File: config.mk
export PLATFORM = sky130hd
export DESIGN_NAME = stepdown_corestate_ctrl
export DESIGN_NICKNAME = d
export VERILOG_FILES = /design/src/rtl/stepdown_pkg.sv /design/src/rtl/stepdown_softstart.sv /design/src/rtl/stepdown_corestate_ctrl.sv
export SDC_FILE = /design/constraint.sdc
export NUM_CORES = 1
export LEC_CHECK = 0
export BUFFER_PORTS_ARGS = -buffer_cell sky130_fd_sc_hd__buf_2
export CAP_MARGIN = 10
export CORE_MARGIN = 2
export CORE_UTILIZATION = 42
export DETAILED_ROUTE_END_ITERATION = 8
export RECOVER_POWER = 100
export SLEW_MARGIN = 20
export SYNTH_ARGS = -nofsm -noshare
export SYNTH_HDL_FRONTEND = slang
export SYNTH_HIERARCHICAL = 1
export SYNTH_SLANG_ARGS = --single-unit
File: constraint.sdc
create_clock -name CLK -period 5.94 [get_ports CLK]
set_input_delay 1.188 -clock CLK [delete_from_list [all_inputs] [get_ports CLK]]
set_output_delay 1.188 -clock CLK [all_outputs]
set_load 0.02 [all_outputs]
File: src/rtl/stepdown_pkg.sv
// Shared types and defaults for the step-down converter core state logic.
// Holds the gate-sequencer state encoding and the default timing constants.
package stepdown_pkg;

    typedef enum logic [2:0] {
        ST_IDLE  = 3'd0,
        ST_HS    = 3'd1,
        ST_DT1   = 3'd2,
        ST_LS    = 3'd3,
        ST_DT2   = 3'd4,
        ST_FAULT = 3'd5
    } state_t;

    localparam int DEF_DT_CYC    = 2;
    localparam int DEF_SS_STEP   = 1;
    localparam int DEF_FAULT_CNT = 4;
    localparam int MIN_PERIOD    = 2 * DEF_DT_CYC + 2;

    // Shortest period that still fits two dead times, one HS and one LS cycle.
    function automatic int min_period(input int dt);
        return 2 * dt + 2;
    endfunction

endpackage

File: src/rtl/stepdown_softstart.sv
// Soft-start limit register: cleared on restart, stepped (saturating) at wrap.
// Ports: CLK/RST, wrap, restart, duty in; ss_lim_nxt (next limit), ss_done out.
module stepdown_softstart
    import stepdown_pkg::*;
#(
    parameter int SS_STEP = DEF_SS_STEP
) (
    input  logic       CLK,
    input  logic       RST,
    input  logic       wrap,
    input  logic       restart,
    input  logic [7:0] duty,
    output logic [7:0] ss_lim_nxt,
    output logic       ss_done
);

    logic [7:0] ss_lim_q;
    logic [7:0] ss_lim_d;
    logic [8:0] ss_sum;

    always_comb begin
        ss_sum   = {1'b0, ss_lim_q} + 9'(SS_STEP);
        ss_lim_d = ss_lim_q;
        if (restart) begin
            ss_lim_d = 8'd0;
        end else if (wrap) begin
            ss_lim_d = ss_sum[8] ? 8'hFF : ss_sum[7:0];
        end
    end

    always_ff @(posedge CLK) begin
        if (RST) begin
            ss_lim_q <= 8'd0;
        end else begin
            ss_lim_q <= ss_lim_d;
        end
    end

    // The period being started uses the limit it will run under.
    assign ss_lim_nxt = ss_lim_d;
    assign ss_done    = (ss_lim_q >= duty);

endmodule

File: src/rtl/stepdown_corestate_ctrl.sv
// PWM gate sequencer: HS / dead / LS / dead with soft-start, OC limit, fault.
// Ports: CLK, RST, supply pins, en, duty, period, oc, zc, fault_clr in;
//        hs_on, ls_on, state, fault, ss_done out.
module stepdown_corestate_ctrl
    import stepdown_pkg::*;
#(
    parameter int DT_CYC    = DEF_DT_CYC,
    parameter int SS_STEP   = DEF_SS_STEP,
    parameter int FAULT_CNT = DEF_FAULT_CNT
) (
    input  logic       CLK,
    input  logic       RST,
    input  logic       CELV,
    input  logic       CELG,
    input  logic       SUB,
    input  logic       en,
    input  logic [7:0] duty,
    input  logic [7:0] period,
    input  logic       oc,
    input  logic       zc,
    input  logic       fault_clr,
    output logic       hs_on,
    output logic       ls_on,
    output logic [2:0] state,
    output logic       fault,
    output logic       ss_done
);

    localparam int OCW = $clog2(FAULT_CNT + 1);
    localparam logic [7:0]     DT8     = 8'(DT_CYC);
    localparam logic [7:0]     MINP    = 8'(min_period(DT_CYC));
    localparam logic [2:0]     DT_LAST = 3'(DT_CYC - 1);
    localparam logic [OCW-1:0] OC_LAST = OCW'(FAULT_CNT - 1);

    state_t         state_q, state_d;
    logic [7:0]     cnt_q, cnt_d;
    logic [7:0]     per_q, per_d;
    logic [7:0]     deff_q, deff_d;
    logic [2:0]     dt_q, dt_d;
    logic [OCW-1:0] oc_cnt_q, oc_cnt_d;
    logic           oc_hit_q, oc_hit_d;

    logic       running;
    logic       wrap;
    logic       restart;
    logic [7:0] p_clamp;
    logic [7:0] lim_hs;
    logic [7:0] d_new;
    logic [7:0] ss_nxt;
    logic       ss_done_raw;
    logic       unused_pins;

    assign unused_pins = ^{CELV, CELG, SUB};

    assign running = (state_q == ST_HS) || (state_q == ST_DT1) ||
                     (state_q == ST_LS) || (state_q == ST_DT2);
    assign wrap    = running && en && (cnt_q == per_q - 8'd1);
    assign restart = (state_q == ST_IDLE) && en;

    stepdown_softstart #(
        .SS_STEP (SS_STEP)
    ) u_ss (
        .CLK        (CLK),
        .RST        (RST),
        .wrap       (wrap),
        .restart    (restart),
        .duty       (duty),
        .ss_lim_nxt (ss_nxt),
        .ss_done    (ss_done_raw)
    );

    // Effective on-time for a period starting on this edge.
    always_comb begin
        p_clamp = (period < MINP) ? MINP : period;
        lim_hs  = p_clamp - DT8 - DT8 - 8'd1;
        d_new   = duty;
        if (ss_nxt < d_new) d_new = ss_nxt;
        if (lim_hs < d_new) d_new = lim_hs;
    end

    always_comb begin
        state_d  = state_q;
        cnt_d    = cnt_q;
        per_d    = per_q;
        deff_d   = deff_q;
        oc_cnt_d = oc_cnt_q;
        oc_hit_d = oc_hit_q;
        if (state_q == ST_FAULT) begin
            if (fault_clr && !en) begin
                state_d  = ST_IDLE;
                oc_cnt_d = '0;
            end
        end else if (!en) begin
            state_d  = ST_IDLE;
            cnt_d    = 8'd0;
            oc_cnt_d = '0;
            oc_hit_d = 1'b0;
        end else if (restart || wrap) begin
            cnt_d    = 8'd0;
            per_d    = p_clamp;
            deff_d   = d_new;
            oc_hit_d = 1'b0;
            state_d  = (d_new == 8'd0) ? ST_DT1 : ST_HS;
            if (wrap) begin
                oc_cnt_d = oc_hit_q ? oc_cnt_q + 1'b1 : '0;
            end
        end else begin
            cnt_d = cnt_q + 8'd1;
            unique case (state_q)
                ST_HS: begin
                    if (oc) begin
                        oc_hit_d = 1'b1;
                        if (oc_cnt_q >= OC_LAST) begin
                            state_d = ST_FAULT;
                            cnt_d   = cnt_q;
                        end else begin
                            state_d = ST_DT1;
                        end
                    end else if (cnt_d == deff_q) begin
                        state_d = ST_DT1;
                    end
                end
                ST_DT1: begin
                    if (dt_q == DT_LAST) state_d = ST_LS;
                end
                ST_LS: begin
                    // zc ends LS early; DT2 then holds to the wrap.
                    if (zc || (cnt_d == per_q - DT8)) state_d = ST_DT2;
                end
                default: ;
            endcase
        end
        dt_d = ((state_q == ST_DT1) && (state_d == ST_DT1)) ?
               dt_q + 3'd1 : 3'd0;
    end

    always_ff @(posedge CLK) begin
        if (RST) begin
            state_q  <= ST_IDLE;
            cnt_q    <= 8'd0;
            per_q    <= 8'd0;
            deff_q   <= 8'd0;
            dt_q     <= 3'd0;
            oc_cnt_q <= '0;
            oc_hit_q <= 1'b0;
        end else begin
            state_q  <= state_d;
            cnt_q    <= cnt_d;
            per_q    <= per_d;
            deff_q   <= deff_d;
            dt_q     <= dt_d;
            oc_cnt_q <= oc_cnt_d;
            oc_hit_q <= oc_hit_d;
        end
    end

    assign hs_on   = (state_q == ST_HS);
    assign ls_on   = (state_q == ST_LS);
    assign fault   = (state_q == ST_FAULT);
    assign state   = state_q;
    assign ss_done = ss_done_raw && (state_q != ST_IDLE);

endmodule

==> results.ini, run 1 <==
[final_layout]
fin_nets = 558
syn_to_final_growth_pct = 12.3
design_area_um2 = 4100
drive_gt1_share_pct = 15.3
diodes = 0
utilization_pct = 47.7
nFillCells = 898
multi_input_area_um2 = 2620
regArea_um2 = 842

[critical_path]
r2r_start = per_q[1]$_SDFFE_PP0P_
r2r_end = state[0]$_SDFF_PP0_
criticalPathCategory = in2reg
crit_arrival_ns = 5.79
critPathCaptureType = flop
cp.required_ns = 6.15
critical_path_peak_fanout = 6
startpoint_type = primary input
rr_worst_depth = 24
critPathLaunch = en
rrSetupSlack_ns = 0.37
worstSetupEndpoint = state[0]$_SDFF_PP0_

[floorplan]
die-area_um2 = 9460
core_um2 = 8590
pin_count = 32
dieHeight_um = 97.3
initial_core_util_pct = 42.5
rows = 34
chipWidth_um = 97.3

[sta]
fmax_mhz = 179
slew_headroom_pct = 32.6
finalCriticalPeriod_ns = 5.58
hold_violations = 0
slew_viol_final = 0
finClkSkew_ns = 0.00649
setup_viol = 0
fin_crit_sh_pct = 93.9
worst_slew_pin_slew_ns = 0.997

[clock_network]
cts_sinks = 42
clk_pin_slew_worst_paths_ns = 0.09
cts_max_path_buffers = 2
ctsRootBufferMaster = clkbuf_8
cts_tree = done
clk_latency_ns = 0.30
cts_inserted_buffers = 5
holdBufCountCts = 0
htreeDepth = 2

[routing]
antenna_left = 0
routed-via-count = 3590
wirelength_um = 9780
avgRoutedWirePerCell_um = 16.0
via_per_inst = 5.88
drtIter0Drc = 152
firstDrtPassIters = 4
drc = 0

[worst_hold_path]
hold_path.class = reg2reg
holdCritStartpoint = per_q[7]$_SDFFE_PP0P_

[run_status]
status = finished clean

[place]
gp_congestion = 0.839
dpl.hpwl_um = 7490
placed_cell_area_um2 = 3930
port_buffers = 28

[logic_synthesis]
ys_warn_count = 6
ys_types = 67
synth-edff-count = 0
yosys_most_used_dff = dfxtp_1
ys_async_sr_fraction_pct = 0
seq_area_frac_synth_pct = 23.0
synth_area_um2 = 3650
synthCells = 471
syn_nets = 527
ys_ff_latch = 42
avgSynthCellArea_um2 = 7.75

[grt]
grt_pass1_vias = 3322
antenna_found_initial = 0
grt_max_degree = 27
grt_pass1_wl_um = 15900
overflow = 0
grt_usage_pct = 20.1

[power_and_ir_drop]
total_power_mw = 0.697
power_density_nw_per_um2 = 170
leakage_nw = 1.70
peakVddDrop_v = 0.0000737

[run]
maxCapViolCount = 0

## power by group
| part | internal [mW] | leakage (nW) | switching [mW] | total [mW] |
|---|---|---|---|---|
| Clock | 0.0958 | 0.0478 | 0.109 | 0.205 |
| Combinational | 0.0790 | 1.31 | 0.108 | 0.187 |
| Sequential | 0.292 | 0.341 | 0.0139 | 0.306 |
| Total | 0.467 | 1.70 | 0.230 | 0.697 |
## cell usage in the layout, fill, tap and decap left out, types with 3 or more instances in the layout
master	n
a211oi_1	8
a21o_1	6
a21oi_1	36
a221o_1	3
a31oi_1	6
and2_1	3
and3_1	6
and4_1	4
buf_2	24
buf_4	18
clkbuf_1	4
clkbuf_8	6
dfxtp_1	41
ha_1	31
inv_1	35
mux2i_1	7
nand2_1	40
nand2b_1	5
nand3_1	16
nand4_1	10
nand4b_1	3
nor2_1	32
nor2b_1	4
nor3_1	25
nor3b_1	3
nor4_1	7
o211ai_1	17
o21a_1	7
o21ai_0	13
o21ai_1	3
or3_1	3
xnor2_1	15
xor2_1	11
## worst max-delay path, stage by stage
cell and delay (ns):
buf_2 0.10, nand4b_1 0.13, a211oi_1 0.44, and4_4 0.37
and4_1 0.24, a31oi_1 0.11, nor3_1 0.45, ha_1 0.33
nand2_1 0.08, o21ai_0 0.12, a21oi_2 0.15, buf_4 0.18
mux2i_2 0.29, ha_1 0.29, a21o_1 0.16, a21o_1 0.16
a21oi_1 0.16, o21ai_1 0.13, a21boi_2 0.20, buf_4 0.13
o21a_1 0.15, a211oi_1 0.21
## flip-flops by register name, summed over array words and instances, names as in the netlist
signal,cells
state,3
per_q,8
oc_hit_q,1
oc_cnt_q,3
deff_q,8
u_ss/ss_lim_q,8
cnt_q,8
dt_q,3
## synth_stat cells (3+ instances only)
cell type / instances / area, µm²
mux2i_1: 8 / 80.1
nor2b_1: 4 / 25.0
xor2_1: 11 / 96.3
nand2_1: 40 / 150
and3_1: 6 / 37.5
o31ai_1: 3 / 22.5
buf_2: 6 / 30.0
o211ai_1: 17 / 128
nor2_1: 32 / 120
ha_1: 31 / 388
a21o_1: 6 / 45.0
a221o_1: 3 / 30.0
clkbuf_1: 10 / 37.5
nand2b_1: 5 / 31.3
dfxtp_1: 42 / 841
a31oi_1: 6 / 37.5
a21oi_1: 36 / 180
nand4_1: 10 / 62.6
xnor2_1: 16 / 140
buf_4: 3 / 22.5
nand4b_1: 3 / 26.3
nor3b_1: 3 / 22.5
o21ai_0: 14 / 70.1
nor3_1: 26 / 130
a2111oi_1: 3 / 30.0
buf_6: 3 / 33.8
nor4_1: 8 / 50.1
and2_1: 3 / 18.8
a211oi_1: 8 / 60.1
nand3_1: 16 / 80.1
o21a_1: 7 / 52.6
inv_1: 35 / 131
and4_1: 5 / 43.8
or3_1: 3 / 18.8
## cell type report
class | count | share of cell area (%)
Tap cell | 108 | 3.30
Clock buffer | 6 | 2.01
Sequential cell | 42 | 20.5
Multi-Input combinational cell | 372 | 64.0
Timing Repair Buffer | 46 | 6.59
Clock inverter | 2 | 0.397
Inverter | 35 | 3.20
## worst min-delay path by stage
stage / end / slack (ns) / cells past startpoint
floorplan: dt_q[0]$_SDFF_PP0_ / 0.43 / 1
global route: per_q[7]$_SDFFE_PP0P_ / 0.49 / 2
detailed placement: per_q[7]$_SDFFE_PP0P_ / 0.46 / 2
CTS: per_q[7]$_SDFFE_PP0P_ / 0.47 / 2
finish: per_q[7]$_SDFFE_PP0P_ / 0.47 / 2
global placement: dt_q[0]$_SDFF_PP0_ / 0.46 / 1
## logic make-up after synthesis
logic type,count (synthesis),synth area share (%)
adders and majority gates,31,10.6
buffers and inverters,58,7.09
DFF,42,23.0
AOI/OAI and AO/OA,122,22.5
muxes,8,2.19
xor gates and xnor gates,29,7.74
and+or+nand+nor,181,26.8
## per-layer routing
metal | track usage [%] | wire length [µm]
met5 | 0 | 0
met4 | 5.02 | 143
met3 | 3.45 | 394
met2 | 34.1 | 4720
met1 | 26.6 | 4520
## repair_timing
| action | CTS | global route |
|---|---|---|
| endpoints found under the hold margin | 0 | 0 |
| setup buffers | 0 | 1 |
| gates resized for setup | 0 | 14 |
| setup endpoints to repair | 0 | 13 |
## stage by stage
step                      setup WS [ns]  setup TNS [ns]  hold WS (ns)  cells
after floorplan                   0.649               0         0.435    471
after global placement          -0.0114         -0.0147         0.456    601
after detailed placement         -0.129          -0.225         0.461    601
after CTS                       0.00546               0         0.472    609
after global routing           -0.00683         -0.0115         0.492    611
final                             0.364               0         0.470    611
Power figures use the tool's default switching activity.
==> run 2, diff against run 1 <==
PLACE_DENSITY = 0.69   (was unset)
==> run 2 against run 1 <==
Effect of this change: critical path depth is 1 higher; clock power fell by 5%; core utilization decreased by 0.95 points; highest routed layer unchanged; sequential cell count unchanged; routed wire length decreased by 6.1%.
==> results.ini, run 2 (synthesis results as in run 1) <==
[routing]
avgRoutedWirePerCell_um = 15.1
firstDrtPassIters = 4
drc = 0
routed-via-count = 3508
drtIter0Drc = 141
via_per_inst = 5.79
wirelength_um = 9180
antenna_left = 0

[critical_path]
cp.required_ns = 6.12
criticalPathCategory = reg2reg
crit_arrival_ns = 5.70
critPathMaxStageDelay_ns = 0.45
worstPathCellList = inv_1 > ha_1 > nor3b_4 > a21oi_1 > nor4_1 > and4_4 > nand4_1 > a311oi_2 > nor3_1 > ha_1 > a211oi_1 > o21ai_0 > a21oi_2 > buf_4 > mux2i_1 > ha_1 > a21o_1 > a21o_1 > a21oi_1 > o21ai_1 > a21boi_1 > nand3_1 > a2111oi_1
startpoint_type = flop
critPathCaptureType = flop
crit_path_frequent_cell = ha_1
worst_path_max_delay_cell = a2111oi_1
critical_path_peak_fanout = 12

[final_layout]
layout_commonest_cell = dfxtp_1
drive_gt1_share_pct = 13.3
syn_to_final_growth_pct = 10.0
diodes = 0
fin_nets = 553
layout_common_cells = dfxtp_1, nand2_1, a21oi_1, inv_1, nor2_1
nFillCells = 867

[sta]
finalCriticalPeriod_ns = 5.52
whs_ns = 0.474
fmax_mhz = 181
slew_headroom_pct = 61.8
fin_crit_sh_pct = 93.0
setup_viol = 0
hold_violations = 0
finClkSkew_ns = 0.00562
slew_viol_final = 0
worst_slew_pin_slew_ns = 0.571
finalSetupTns_ns = 0

[floorplan]
die-area_um2 = 9460
chipWidth_um = 97.3
rows = 34
pin_count = 32
dieHeight_um = 97.3
initial_core_util_pct = 42.5
core_um2 = 8590

[power_and_ir_drop]
leakage_nw = 1.66
p_sw_mw = 0.215
combPwrFrac_pct = 25.8
intPower_mw = 0.460
power_density_nw_per_um2 = 168
p_seq_share_pct = 45.3
peakVddDrop_v = 0.0000773
p_sw_share_pct = 31.8
clkPwrFrac_pct = 29.0

[clock_network]
post-cts-setup-buffer-count = 0
cts_sinks = 42
clk_pin_slew_worst_paths_ns = 0.08
cts_max_path_buffers = 2
cts_inserted_buffers = 5
cts_tree = done
holdBufCountCts = 0
ctsRootBufferMaster = clkbuf_8
clk_latency_ns = 0.30
htreeDepth = 2

[run]
maxCapViolCount = 0

[grt]
grt_pass1_vias = 3276
grt_usage_pct = 19.8
grt_max_degree = 27
grt_pass1_wl_um = 15800
antenna_found_initial = 0
overflow = 0

[run_status]
status = finished clean

[place]
port_buffers = 28
gp_congestion = 0.918
dpl.hpwl_um = 7170

[worst_hold_path]
hold_path.class = reg2reg

[run 2: cell count changes in the layout (fill, tap and decap cells not counted), sizes merged]
cell / previous run / this run
clkinv: 0 / 1
inv: 36 / 35
and4: 8 / 7
buf: 42 / 38
clkbuf: 10 / 11
clkinvlp: 1 / 0
[run 2: worst max-delay path, delay by kind of cell, from the launching register on]
| kind | cells | cell delay (ns) |
|---|---|---|
| AND/OR/NAND/NOR | 6 | 1.56 |
| multiplexers | 1 | 0.32 |
| flip-flops | 1 | 0.36 |
| AO/OA/AOI/OAI | 11 | 2.14 |
| adder cells (fa/ha/maj) | 3 | 0.67 |
| buffers and inverters | 2 | 0.36 |
[run 2: metrics by stage]
stage | setup slack (ns) | power, mW | utilization (%) | std cells | area, µm²
2_1_floorplan | 0.649 | 0.438 | - | 471 | 3650
3_3_place_gp | 0.0587 | 0.478 | 45.4 | 598 | 3910
3_5_place_dp | -0.0944 | 0.483 | 45.4 | 598 | 3910
4_1_cts | 0.0716 | 0.675 | 46.5 | 606 | 4000
5_1_grt | -0.0201 | 0.712 | 46.8 | 606 | 4020
6_report | 0.418 | 0.675 | 46.8 | 606 | 4020
[run 2: path summary, 6_finish.rpt]
check	start	to	slack [ns]	depth (start not counted)
worst max-delay path	per_q[1]$_SDFFE_PP0P_	dt_q[0]$_SDFF_PP0_	0.42	23
worst min-delay path	deff_q[4]$_SDFFE_PP0P_	deff_q[4]$_SDFFE_PP0P_	0.47	2
worst max register to register	per_q[1]$_SDFFE_PP0P_	dt_q[0]$_SDFF_PP0_	0.42	23
worst min register to register	deff_q[4]$_SDFFE_PP0P_	deff_q[4]$_SDFFE_PP0P_	0.47	2
[run 2: area by class of cell]
cell class / instances / area [µm²] / area share (%)
Clock buffer: 7 / 86.3 / 2.15
Tap cell: 108 / 135 / 3.36
Sequential cell: 42 / 841 / 20.9
Timing Repair Buffer: 42 / 240 / 5.98
Multi-Input combinational cell: 371 / 2580 / 64.2
Inverter: 35 / 131 / 3.27
Clock inverter: 1 / 5.00 / 0.125
[run 2: power by group through the flow]
stage          Combinational (mW)  Clock (mW)  Sequential, mW
4_1_cts                     0.172       0.199           0.305
2_1_floorplan               0.131           0           0.307
3_3_place_gp                0.167           0           0.311
6_report                    0.174       0.195           0.305
3_5_place_dp                0.171           0           0.312
5_1_grt                     0.195       0.210           0.307
[run 2: per-layer routing]
layer / global-route usage (%) / share of wire [%] / up-vias
met5: 0 / 0 / -
met4: 6.73 / 2.0 / 0
met3: 3.02 / 3.2 / 16
met2: 32.5 / 47 / 73
met1: 26.6 / 48 / 1637
li1: - / - / 1782
[run 2: what timing repair did]
item,CTS,global route
resized for setup,0,9
setup endpoints to repair,0,13
endpoints found under the hold margin,0,0
